===== config.mk =====
export PLATFORM = sky130hd
export DESIGN_NAME = spi_slave_core
export DESIGN_NICKNAME = d
export VERILOG_FILES = /design/src/rtl/spi_slave_core.sv
export SDC_FILE = /design/constraint.sdc
export NUM_CORES = 1
export LEC_CHECK = 0
export ABC_AREA = 1
export CAP_MARGIN = 10
export CORE_ASPECT_RATIO = 1.1
export CORE_MARGIN = 10
export CORE_UTILIZATION = 58
export CTS_BUF_LIST = sky130_fd_sc_hd__clkbuf_4 sky130_fd_sc_hd__clkbuf_8 sky130_fd_sc_hd__clkbuf_16
export CTS_CLUSTER_DIAMETER = 100
export DETAILED_ROUTE_END_ITERATION = 6
export PLACE_DENSITY = 0.87
export SLEW_MARGIN = 20
export SYNTH_ARGS = -nofsm -noshare
export SYNTH_HDL_FRONTEND = slang
export SYNTH_SLANG_ARGS = --single-unit

===== constraint.sdc =====
create_clock -name clk_i -period 3.5 [get_ports clk_i]
set_clock_uncertainty 0.1 [all_clocks]
set_input_delay 1.05 -clock clk_i [delete_from_list [all_inputs] [get_ports clk_i]]
set_output_delay 1.05 -clock clk_i [all_outputs]
set_load 0.01 [all_outputs]

===== src/rtl/spi_slave_core.sv =====
// SPI responder: oversamples sclk/ss_n/mosi in the clk_i domain, handles all
// four CPOL/CPHA modes, and shifts DATA_W-bit frames through a one-deep
// ready/valid TX holding register and a pulsed RX output.
module spi_slave_core #(
  parameter int DATA_W    = 8,
  parameter int LSB_FIRST = 0
) (
  input  logic              clk_i,
  input  logic              rst_i,
  input  logic              cpol,
  input  logic              cpha,
  input  logic              sclk_i,
  input  logic              ss_n_i,
  input  logic              mosi_i,
  output logic              miso_o,
  output logic              miso_oe_o,
  input  logic [DATA_W-1:0] tx_data_i,
  input  logic              tx_valid_i,
  output logic              tx_ready_o,
  output logic [DATA_W-1:0] rx_data_o,
  output logic              rx_valid_o,
  output logic              tx_underrun_o,
  output logic              frame_err_o
);

  localparam int CNT_W = $clog2(DATA_W + 1);

  typedef enum logic {IDLE, ACTIVE} state_t;

  state_t             state;
  logic [2:0]         sclk_s;
  logic [2:0]         ss_s;
  logic [1:0]         mosi_s;
  logic [CNT_W-1:0]   cnt;
  logic [DATA_W-1:0]  tx_sh;
  logic [DATA_W-1:0]  rx_sh;
  logic [DATA_W-1:0]  rx_next;
  logic [DATA_W-1:0]  hold_data;
  logic [DATA_W-1:0]  load_data;
  logic               sclk_rise;
  logic               sclk_fall;
  logic               lead_edge;
  logic               trail_edge;
  logic               sample_edge;
  logic               shift_edge;
  logic               ss_fall;
  logic               ss_rise;
  logic               last_bit;
  logic               load;
  logic               write;

  function automatic logic first_bit(input logic [DATA_W-1:0] v);
    return (LSB_FIRST != 0) ? v[0] : v[DATA_W-1];
  endfunction

  function automatic logic [DATA_W-1:0] shift_out(input logic [DATA_W-1:0] v);
    return (LSB_FIRST != 0) ? (v >> 1) : (v << 1);
  endfunction

  // Two-flop synchronizers plus a third flop on sclk/ss_n for edge detection
  always_ff @(posedge clk_i) begin
    if (rst_i) begin
      sclk_s <= {3{cpol}};
      ss_s   <= '1;
      mosi_s <= '0;
    end else begin
      sclk_s <= {sclk_s[1:0], sclk_i};
      ss_s   <= {ss_s[1:0], ss_n_i};
      mosi_s <= {mosi_s[0], mosi_i};
    end
  end

  // Edge classification, RX shift value and holding-register load decode
  always_comb begin
    sclk_rise   = sclk_s[1] & ~sclk_s[2];
    sclk_fall   = ~sclk_s[1] & sclk_s[2];
    lead_edge   = cpol ? sclk_fall : sclk_rise;
    trail_edge  = cpol ? sclk_rise : sclk_fall;
    sample_edge = cpha ? trail_edge : lead_edge;
    shift_edge  = cpha ? lead_edge : trail_edge;
    ss_fall     = ~ss_s[1] & ss_s[2];
    ss_rise     = ss_s[1] & ~ss_s[2];
    last_bit    = (cnt == CNT_W'(DATA_W - 1));
    if (LSB_FIRST != 0) rx_next = {mosi_s[1], rx_sh[DATA_W-1:1]};
    else                rx_next = {rx_sh[DATA_W-2:0], mosi_s[1]};
    // An empty holding register (ready high) supplies an all-zero frame
    load_data = tx_ready_o ? '0 : hold_data;
    load      = ((state == IDLE) && ss_fall) ||
                ((state == ACTIVE) && !ss_rise && sample_edge && last_bit);
    write     = tx_valid_i & tx_ready_o;
  end

  // Frame FSM, shift registers and TX holding register
  always_ff @(posedge clk_i) begin
    if (rst_i) begin
      state         <= IDLE;
      cnt           <= '0;
      tx_sh         <= '0;
      rx_sh         <= '0;
      hold_data     <= '0;
      tx_ready_o    <= 1'b1;
      miso_o        <= 1'b0;
      miso_oe_o     <= 1'b0;
      rx_data_o     <= '0;
      rx_valid_o    <= 1'b0;
      tx_underrun_o <= 1'b0;
      frame_err_o   <= 1'b0;
    end else begin
      rx_valid_o    <= 1'b0;
      tx_underrun_o <= 1'b0;
      frame_err_o   <= 1'b0;

      // A write can only land while empty, so a simultaneous load sees the
      // old (empty) contents and the new word stays queued.
      if (write) begin
        hold_data  <= tx_data_i;
        tx_ready_o <= 1'b0;
      end else if (load) begin
        tx_ready_o <= 1'b1;
      end
      if (load) tx_underrun_o <= tx_ready_o;

      case (state)
        IDLE: begin
          if (ss_fall) begin
            state     <= ACTIVE;
            miso_oe_o <= 1'b1;
            cnt       <= '0;
            if (!cpha) begin
              miso_o <= first_bit(load_data);
              tx_sh  <= shift_out(load_data);
            end else begin
              tx_sh  <= load_data;
            end
          end
        end
        ACTIVE: begin
          if (ss_rise) begin
            state     <= IDLE;
            miso_oe_o <= 1'b0;
            miso_o    <= 1'b0;
            cnt       <= '0;
            if (cnt != '0) frame_err_o <= 1'b1;
          end else if (sample_edge) begin
            rx_sh <= rx_next;
            if (last_bit) begin
              cnt        <= '0;
              rx_data_o  <= rx_next;
              rx_valid_o <= 1'b1;
              if (!cpha) begin
                miso_o <= first_bit(load_data);
                tx_sh  <= shift_out(load_data);
              end else begin
                tx_sh  <= load_data;
              end
            end else begin
              cnt <= cnt + 1'b1;
            end
          end else if (shift_edge && (cpha || (cnt != '0))) begin
            // cpha=0: a zero count here means the trailing edge after the
            // last sample, where the reloaded first bit must stay on miso.
            miso_o <= first_bit(tx_sh);
            tx_sh  <= shift_out(tx_sh);
          end
        end
        default: state <= IDLE;
      endcase
    end
  end

endmodule


After elaboration in Yosys (flattened, before gate mapping)
Index checks and enable logic that the tools add are counted.

operators by class
  $add $sub $neg = 1
  multiply operators = 0
  div/mod/pow operators = 0
  order comparisons = 0
  equal/unequal tests = 9
  shift operators = 0
  multiplexer cells = 35
  bitwise operators = 13
  reductions and logical operators = 19

operator list
  kind                                           count
  two-way mux 8 bit                              7
  two-way mux 1 bit                              18
  two-way mux 4 bit                              4
  case mux 8 bit (2 select lines)                1
  NOT 1 bit                                      8
  case mux 4 bit (2 select lines)                1
  AND reduction 4 bit                            2
  != test 3 x 1 -> 1 bit, second input constant  2
  case mux 1 bit (2 select lines)                3
  AND reduction 3 bit                            2
  bitwise AND 1 bit                              5
  logical AND 1 bit                              5
  adder 4 x 1 -> 4 bit, second input constant    1
  == test 4 x 3 -> 1 bit, second input constant  1
  != test 2 bit, second input constant           2
  != test 4 x 1 -> 1 bit, second input constant  1
  != test 4 x 2 -> 1 bit, second input constant  1
  AND reduction 2 bit                            2
  nonzero test 4 bit                             1
  OR reduction 4 bit                             1
  two-way mux 3 bit                              1
  != test 3 x 2 -> 1 bit, second input constant  1
  OR reduction 3 bit                             1
  logical OR 1 bit                               2
  other kinds (4)                                4

word-level totals
  register bits = 50
  bits in latches = 0
  memory bits (writable) = 0
  memory bits (read-only) = 0
  input bits = 16
  output and inout port bits = 14
  logic and storage cells = 92
  memories kept = 0

Depth between registers and ports, before layout
Gate-level depths: netlist (run 1).

  depth after elaboration = 9
  gate-level depth with buffers = 11
  mapped depth without buffers = 11

Least setup slack after synthesis (run 1)
OpenSTA, ideal clock, no wires.

  path kind = in2reg
  from = in cpol
  to = reg tx_sh[0]
  library setup time = 0.114 ns
  data arrival time = 1.864 ns
  data required time = 3.286 ns
  setup slack = 1.422 ns
  stages = 9
  path buffers = 1
  cells stage by stage = inv_1 > nand3_1 > nand3_2 > nand4_1 > nand3_2 > buf_6 > nand2_1 > nand2_1 > nor2_2

on the way
  longest elaborated chain between the ends = 5
  elaborated cells between the ends (all ways) = 11
  those cells by class = eq/ne (2); mux (7); reduce/logical (2)

RTL lines
  element                                                                        line      text
  start, declared                                                                10        input logic cpol,
  two-way mux 1 bit (on tied branches)                                           77, 78
  two-way mux 1 bit (on tied branches)                                           79, 80
  two-way mux 8 bit / logical AND 1 bit (equally long branches)                  144, 159
  two-way mux 8 bit / != test 3 x 1 -> 1 bit (equally long branches)             -
  case mux 8 bit (2 select lines) / AND reduction 4 bit (equally long branches)  -
  end signal, assigned                                                           131       tx_sh <= shift_out(load_data);
  end signal, assigned                                                           133       tx_sh <= load_data;
  end signal, assigned                                                           152       tx_sh <= shift_out(load_data);
  end, declared                                                                  35        logic [DATA_W-1:0] tx_sh;

Parallel ways exist; a longest one is shown, timed or not. The select of a mux whose other input is x is not followed.
A chain may end at the register's enable or synchronous reset.

Final worst setup path (run 1)
  from = in cpha
  to = reg tx_sh[3]

on the way
  longest elaborated chain between the ends = 5
  elaborated cells between the ends (all ways) = 13
  those cells by class = eq/ne (2); mux (8); reduce/logical (3)

RTL lines
  element                          line      text
  start, declared                  11        input logic cpha,
  two-way mux 8 bit                129, 150
  two-way mux 8 bit                146       if (last_bit) begin
  two-way mux 8 bit                144       end else if (sample_edge) begin
  two-way mux 8 bit                138       if (ss_rise) begin
  case mux 8 bit (2 select lines)  123       case (state)
  end signal, assigned             131
  end signal, assigned             152
  end signal, assigned             154       tx_sh <= load_data;

Parallel ways exist; a longest one is shown, timed or not. The select of a mux whose other input is x is not followed.

==> run_results.csv, run 1 <==
group,metric,value,unit
place,port_buffers,29,
power_and_ir_drop,share_comb_of_total_power,0.134,
layout,diodes,0,
yosys,synth_nets,332,
yosys,ys_ff_latch,50,
floorplan,die_w,79.3,um
timing,fin_crit_sh,0.778,
yosys,seq_area_frac_synth,0.446,
yosys,synth_async_sr_flop_share,0,
power_and_ir_drop,peakVddDrop,0.296,mV
routing,postRouteAntennaNets,0,
worst_setup_path,cp_max_fo,13,
yosys,synth.area.mux_share,0,
yosys,synth_top_family_by_area,"simple AND/OR/NAND/NOR gates",
global_routing,antenna_found_initial,0,
timing,maxSlewViolCount,0,
yosys,ys.flop_type,"dfxtp_1",
layout,layout_common_cells,"66 x nand2_1, 50 x dfxtp_1, 48 x nor2_1, 32 x inv_1, 30 x o21ai_0",
power_and_ir_drop,p_int,0.815,mW
clocking,htree_levels,2,
floorplan,io_pins,30,
yosys,synth_top_cell_area_share,0.446,
clocking,cts_buffers,5,
timing,maxSlewHeadroom,0.656,
place,place_hpwl,3.59,mm
power_and_ir_drop,power_density,422,nW/um^2
layout,finalNetCount,360,
yosys,synth_cell_types,29,
floorplan,rows,23,
floorplan,core,3680,um^2
power_and_ir_drop,power.share.clock,0.312,
yosys,syn_avg_cell_area,7.15,um^2
timing,finalHoldViolations,0,
power_and_ir_drop,total_power,1.11,mW
place,place.gp.congestion,0.939,
yosys,synth-simple-area-share,0.314,
routing,drt_iter0_markers,188,
hold_path,hp-class,"reg -> reg",
worst_setup_path,crit_type,"in -> reg",
yosys,yosysWarningCount,0,
worst_setup_path,crit_arrival,2.82,ns
clocking,cts_buffer_depth,2,
global_routing,grt_pass1_vias,1881,
timing,min_period,2.72,ns
clocking,clockRootBuffer,"clkbuf_8",
routing,wire_per_inst,12.2,um
routing,drt-total-wl,4.81,mm
clocking,cts_hold_buffers,0,
floorplan,dieArea,6760,um^2
yosys,synthTopCellsByArea,"dfxtp_1 45%, nand2_1 11%, nor2_1 8.0%, o21ai_0 6.7%, nand3_1 5.6%",
clocking,clk_latency,0.30,ns
global_routing,grt_pass1_wl,8.27,mm
routing,first_pass_iters,4,
layout,syn_to_final_growth,17.2,%
worst_setup_path,cpPeakStageDelay,0.75,ns
timing,worst_slew_pin_slew,0.515,ns
power_and_ir_drop,leakagePower,1.18,nW
power_and_ir_drop,sequentialPowerShare,0.554,
clocking,cts_setup_buffers,0,
yosys,syn-cell-area,2240,um^2
global_routing,grt_use_total,0.149,
layout,final_common_cell,"nand2_1",
worst_setup_path,worstPathRequired,3.60,ns
clocking,clkTransAtPathRegs,0.09,ns
routing,via_per_inst,5.10,
status,status,"completed",
worst_setup_path,cp-start-kind,"input port",
timing,max_freq,0.367,GHz
clocking,cts_tree,"yes",
yosys,yosysTopAreaCell,"dfxtp_1",
clocking,ctsResizeCount,0,
run,maxCapViolCount,0,
layout,drive_above_1_share,0.0845,
worst_setup_path,cp_slowest_cell,"clkdlybuf4s50_1",
power_and_ir_drop,power.switching,0.294,mW
clocking,clock-sinks,50,
timing,final-setup-viol-count,0,
routing,drc_errors,0,
routing,vias,2006,
yosys,synthesis.instances,314,
global_routing,overflow,0,
worst_setup_path,cp-end-kind,"register",
timing,final.setup.tns,0,ns
floorplan,start_util,0.609,
yosys,synthAdderAreaFrac,0.0111,
global_routing,grt_max_degree,37,
yosys,synth-edff-count,0,
power_and_ir_drop,p_sw_frac,0.266,
yosys,synth_xor_area_frac,0.00780,
worst_setup_path,crit_chain,"clkdlybuf4s50_1 -> inv_2 -> nand3_2 -> nand4_1 -> nand3_2 -> nand2_1 -> nand2_1 -> nor2_2",
floorplan,die_h,85.2,um
yosys,synth_compound_area_frac,0.122,
timing,rsz0062_at_grt,"no",
critical path, delay by kind of cell:
kind / cells / cell delay, ns
buffers and inverters: 2 / 0.91
and+or+nand+nor: 6 / 0.86
power groups by stage:
stage | registers, mW | clock network (mW) | logic [mW]
2_1_floorplan | 0.623 | 0 | 0.108
3_3_place_gp | 0.626 | 0 | 0.143
3_5_place_dp | 0.627 | 0 | 0.147
4_1_cts | 0.614 | 0.350 | 0.149
5_1_grt | 0.618 | 0.375 | 0.170
6_report | 0.614 | 0.346 | 0.148
Yosys cell counts, types with 3 or more instances:
library cell and instances:
nand2_1 66, dfxtp_1 50, nor2_1 48, inv_1 32, o21ai_0 30, nand3_1 25
a21oi_1 17, inv_2 4, buf_6 3, clkbuf_1 3, nand3_2 3, nand4_1 3
nor2_2 3, nor3_1 3, o21ai_1 3
per-stage QoR:
stage | instances | area [um^2] | hold WS, ns | worst slack, ns | utilization
floorplan | 314 | 2240 | 0.288 | 1.42 | -
global placement | 385 | 2540 | 0.291 | 0.555 | 0.689
detailed placement | 385 | 2540 | 0.303 | 0.484 | 0.689
CTS | 393 | 2630 | 0.317 | 0.806 | 0.714
global route | 393 | 2630 | 0.337 | 0.612 | 0.714
finish | 393 | 2630 | 0.314 | 0.777 | 0.714
cell type report:
type,instances,area (um^2)
sequential,50,1000
multi-input combinational,216,1020
clock buffer,6,82.6
clock inverter,2,12.5
tap,50,62.6
fill,340,1050
timing repair buffer,31,305
inverter,38,145
flip-flops by register name, summed over array words and instances, names as in the netlist, 2 cells and up:
register	count
rx_sh	7
ss_s	3
tx_sh	8
cnt	4
sclk_s	3
rx_data_o	8
hold_data	8
mosi_s	2
cell families after synthesis:
logic type / after synthesis
buffers and inverters: 48
and+or+nand+nor: 159
xor gates and xnor gates: 2
AOI/OAI and AO/OA: 53
DFF: 50
adders and majority gates: 2
layer usage:
layer  global-route usage  part of all wire  vias to the layer above
met5                    0                 0                        -
met4               0.0799             0.021                        0
met3               0.0443             0.058                        9
met2                0.255              0.49                       46
met1                0.161              0.43                      900
li1                     -                 -                     1051
path summary, 6_finish.rpt:
path | startpoint | to | slack (ns) | cells past startpoint
max reg2reg | state | rx_sh[6] | 1.67 | 7
min | mosi_s[0] | mosi_s[1] | 0.31 | 2
min reg2reg | mosi_s[0] | mosi_s[1] | 0.31 | 2
max | cpha | tx_sh[3] | 0.78 | 8
Note: power is estimated with default switching activity, not from simulation.
==> inputs of run 2 (changes only) <==
--- a/config.mk
+++ b/config.mk
@@ -9,11 +9,11 @@
 export CAP_MARGIN = 10
 export CORE_ASPECT_RATIO = 1.1
 export CORE_MARGIN = 10
-export CORE_UTILIZATION = 58
+export CORE_UTILIZATION = 54
 export CTS_BUF_LIST = sky130_fd_sc_hd__clkbuf_4 sky130_fd_sc_hd__clkbuf_8 sky130_fd_sc_hd__clkbuf_16
 export CTS_CLUSTER_DIAMETER = 100
 export DETAILED_ROUTE_END_ITERATION = 6
-export PLACE_DENSITY = 0.87
+export PLACE_DENSITY = 0.82
 export SLEW_MARGIN = 20
 export SYNTH_ARGS = -nofsm -noshare
 export SYNTH_HDL_FRONTEND = slang
==> constraint.sdc (replaced) <==
create_clock -name clk_i -period 2.8 [get_ports clk_i]
set_clock_uncertainty 0.1 [all_clocks]
set_input_delay 0.84 -clock clk_i [delete_from_list [all_inputs] [get_ports clk_i]]
set_output_delay 0.84 -clock clk_i [all_outputs]
set_load 0.01 [all_outputs]
==> run 2 against run 1 <==
  * Critical path depth up 1
  * Hold slack worse by 0.0044 ns
  * Count of clock-buffer cells in the layout did not move
  * Worst setup slack worse by 0.29 ns
  * Routed wire length decreased by 0.58%
  * Register-to-register slack worse by 0.74 ns
  * Combinational power up 26%
  * Cell count increased by 1.0%
  * Critical endpoint is now rx_sh[6]
  * Largest power group unchanged
==> run_results.csv, run 2 (synthesis gave the netlist of run 1 again) <==
group,metric,value,unit
global_routing,grtUsageMet2,0.244,
clocking,ctsResizeCount,0,
worst_setup_path,worst_r2r_path_depth,8,
worst_setup_path,cp-start-kind,"input port",
clocking,clockRootBuffer,"clkbuf_8",
layout,drive_above_1_share,0.0899,
routing,via_per_inst,5.07,
timing,rsz0062_at_grt,"no",
place,place_hpwl,3.44,mm
global_routing,grt_use_total,0.147,
worst_setup_path,cpPeakStageDelay,0.53,ns
place,placed_cells,389,
timing,final-setup-viol-count,0,
power_and_ir_drop,power_density,582,nW/um^2
clocking,cts_setup_buffers,0,
routing,first_pass_iters,4,
layout,final_common_cell,"nand2_1",
run,maxCapViolCount,0,
worst_setup_path,worstPathRequired,2.90,ns
global_routing,top_usage_layer,"met2",
clocking,clock-sinks,50,
timing,maxSlewHeadroom,0.689,
layout,diodes,0,
place,place.gp.congestion,0.885,
global_routing,grtUsageMet1,0.164,
worst_setup_path,crit_arrival,2.42,ns
power_and_ir_drop,total_power,1.57,mW
global_routing,grt_pass1_vias,1980,
worst_setup_path,crit_type,"in -> reg",
worst_setup_path,timing.rr.end,"rx_data_o[0]",
timing,maxSlewViolCount,0,
worst_setup_path,reg2reg_slack,0.93,ns
floorplan,io_pins,30,
place,port_buffers,29,
layout,syn_to_final_growth,20.1,%
global_routing,grt_max_degree,26,
global_routing,antenna_found_initial,0,
status,status,"completed",
timing,fin_crit_sh,0.827,
layout,finalNonFillerCells,397,
power_and_ir_drop,leakagePower,1.21,nW
clocking,clk_latency,0.30,ns
clocking,cts_buffer_depth,2,
layout,layout_common_cells,"66 x nand2_1, 50 x dfxtp_1, 48 x nor2_1, 32 x inv_1, 30 x o21ai_0",
timing,min_period,2.32,ns
worst_setup_path,setup.worst_path.start,"cpol",
routing,drt-total-wl,4.78,mm
layout,reg_top3,"hold_data: 8 flops, rx_data_o: 8 flops, tx_sh: 8 flops",
clocking,clkTransAtPathRegs,0.09,ns
worst_setup_path,worstReg2RegStart,"state",
worst_setup_path,cp-end-kind,"register",
worst_setup_path,cp_slowest_cell,"clkdlybuf4s50_1",
clocking,cts_tree,"yes",
routing,postRouteAntennaNets,0,
routing,drt_iter0_markers,139,
timing,final.setup.tns,0,ns
hold_path,hp-start,"mosi_s[0]",
clocking,cts_buffers,5,
place,post-place-ws,0.247,ns
floorplan,dieArea,7140,um^2
floorplan,start_util,0.562,
timing,fin_ws,0.483,ns
hold_path,whs_path_depth,2,
routing,vias,2011,
global_routing,grt_pass1_wl,8.49,mm
power_and_ir_drop,peakVddDrop,0.402,mV
worst_setup_path,cp_max_fo,10,
layout,finalNetCount,362,
floorplan,core,3990,um^2
routing,drc_errors,0,
clocking,htree_levels,2,
floorplan,rows,24,
timing,worst_slew_pin_slew,0.465,ns
hold_path,hp-class,"reg -> reg",
timing,finalHoldViolations,0,
hold_path,min_to,"mosi_s[1]",
global_routing,use_met3,0.0564,
worst_setup_path,crit_chain,"clkdlybuf4s50_1 -> inv_1 -> nand3_1 -> nand3_2 -> nand3_1 -> buf_4 -> inv_4 -> o21ai_0 -> a21oi_1",
timing,max_freq,0.432,GHz
routing,wire_per_inst,12.0,um
layout,fin_util,0.675,
worst_setup_path,crit_top_cell,"nand3_1",
clocking,cts_hold_buffers,0,
global_routing,overflow,0,
floorplan,die_h,87.6,um
floorplan,die_w,81.5,um
[run 2: cell count changes in the layout (fill, tap and decap cells not counted), sizes merged]
cell,change
buf,+2
clkinvlp,-1
bufinv,+2
clkinv,-1
[run 2: area by class of cell]
type                       instances  area, um^2
tap                               52        65.1
clock inverter                     2        60.1
fill                             335        1300
inverter                          38         145
timing repair buffer              33         320
multi-input combinational        216        1020
sequential                        50        1000
clock buffer                       6        82.6
[run 2: worst max path at each step]
stage,end,cells past startpoint
6_report,rx_sh[6],9
5_1_grt,tx_sh[6],9
4_1_cts,tx_ready_o,1
3_5_place_dp,rx_sh[6],9
3_3_place_gp,tx_sh[0],8
2_1_floorplan,tx_sh[0],9
[run 2: per-layer routing]
metal | vias to the layer above | wire length (um)
met2 | 43 | 2310
li1 | 1055 | -
met3 | 9 | 299
met4 | 0 | 80
met1 | 904 | 2090
met5 | - | 0
[run 2: worst max-delay path, delay by kind of cell]
kind / cells / cell delay (ns)
compound gates: 2 / 0.22
buf+inv: 4 / 0.87
simple gates: 3 / 0.47
[run 2: stage by stage]
stage / area, um^2 / hold slack [ns]
after CTS: 2700 / 0.314
after detailed placement: 2550 / 0.299
final: 2700 / 0.310
after floorplan: 2240 / 0.288
after global routing: 2700 / 0.333
after global placement: 2550 / 0.292
[run 2: power by group]
group / total [mW] / switching (mW) / internal, mW
clock: 0.615 / 0.234 / 0.381
sequential: 0.768 / 0.0217 / 0.746
combinational: 0.187 / 0.111 / 0.0755
total: 1.57 / 0.367 / 1.20
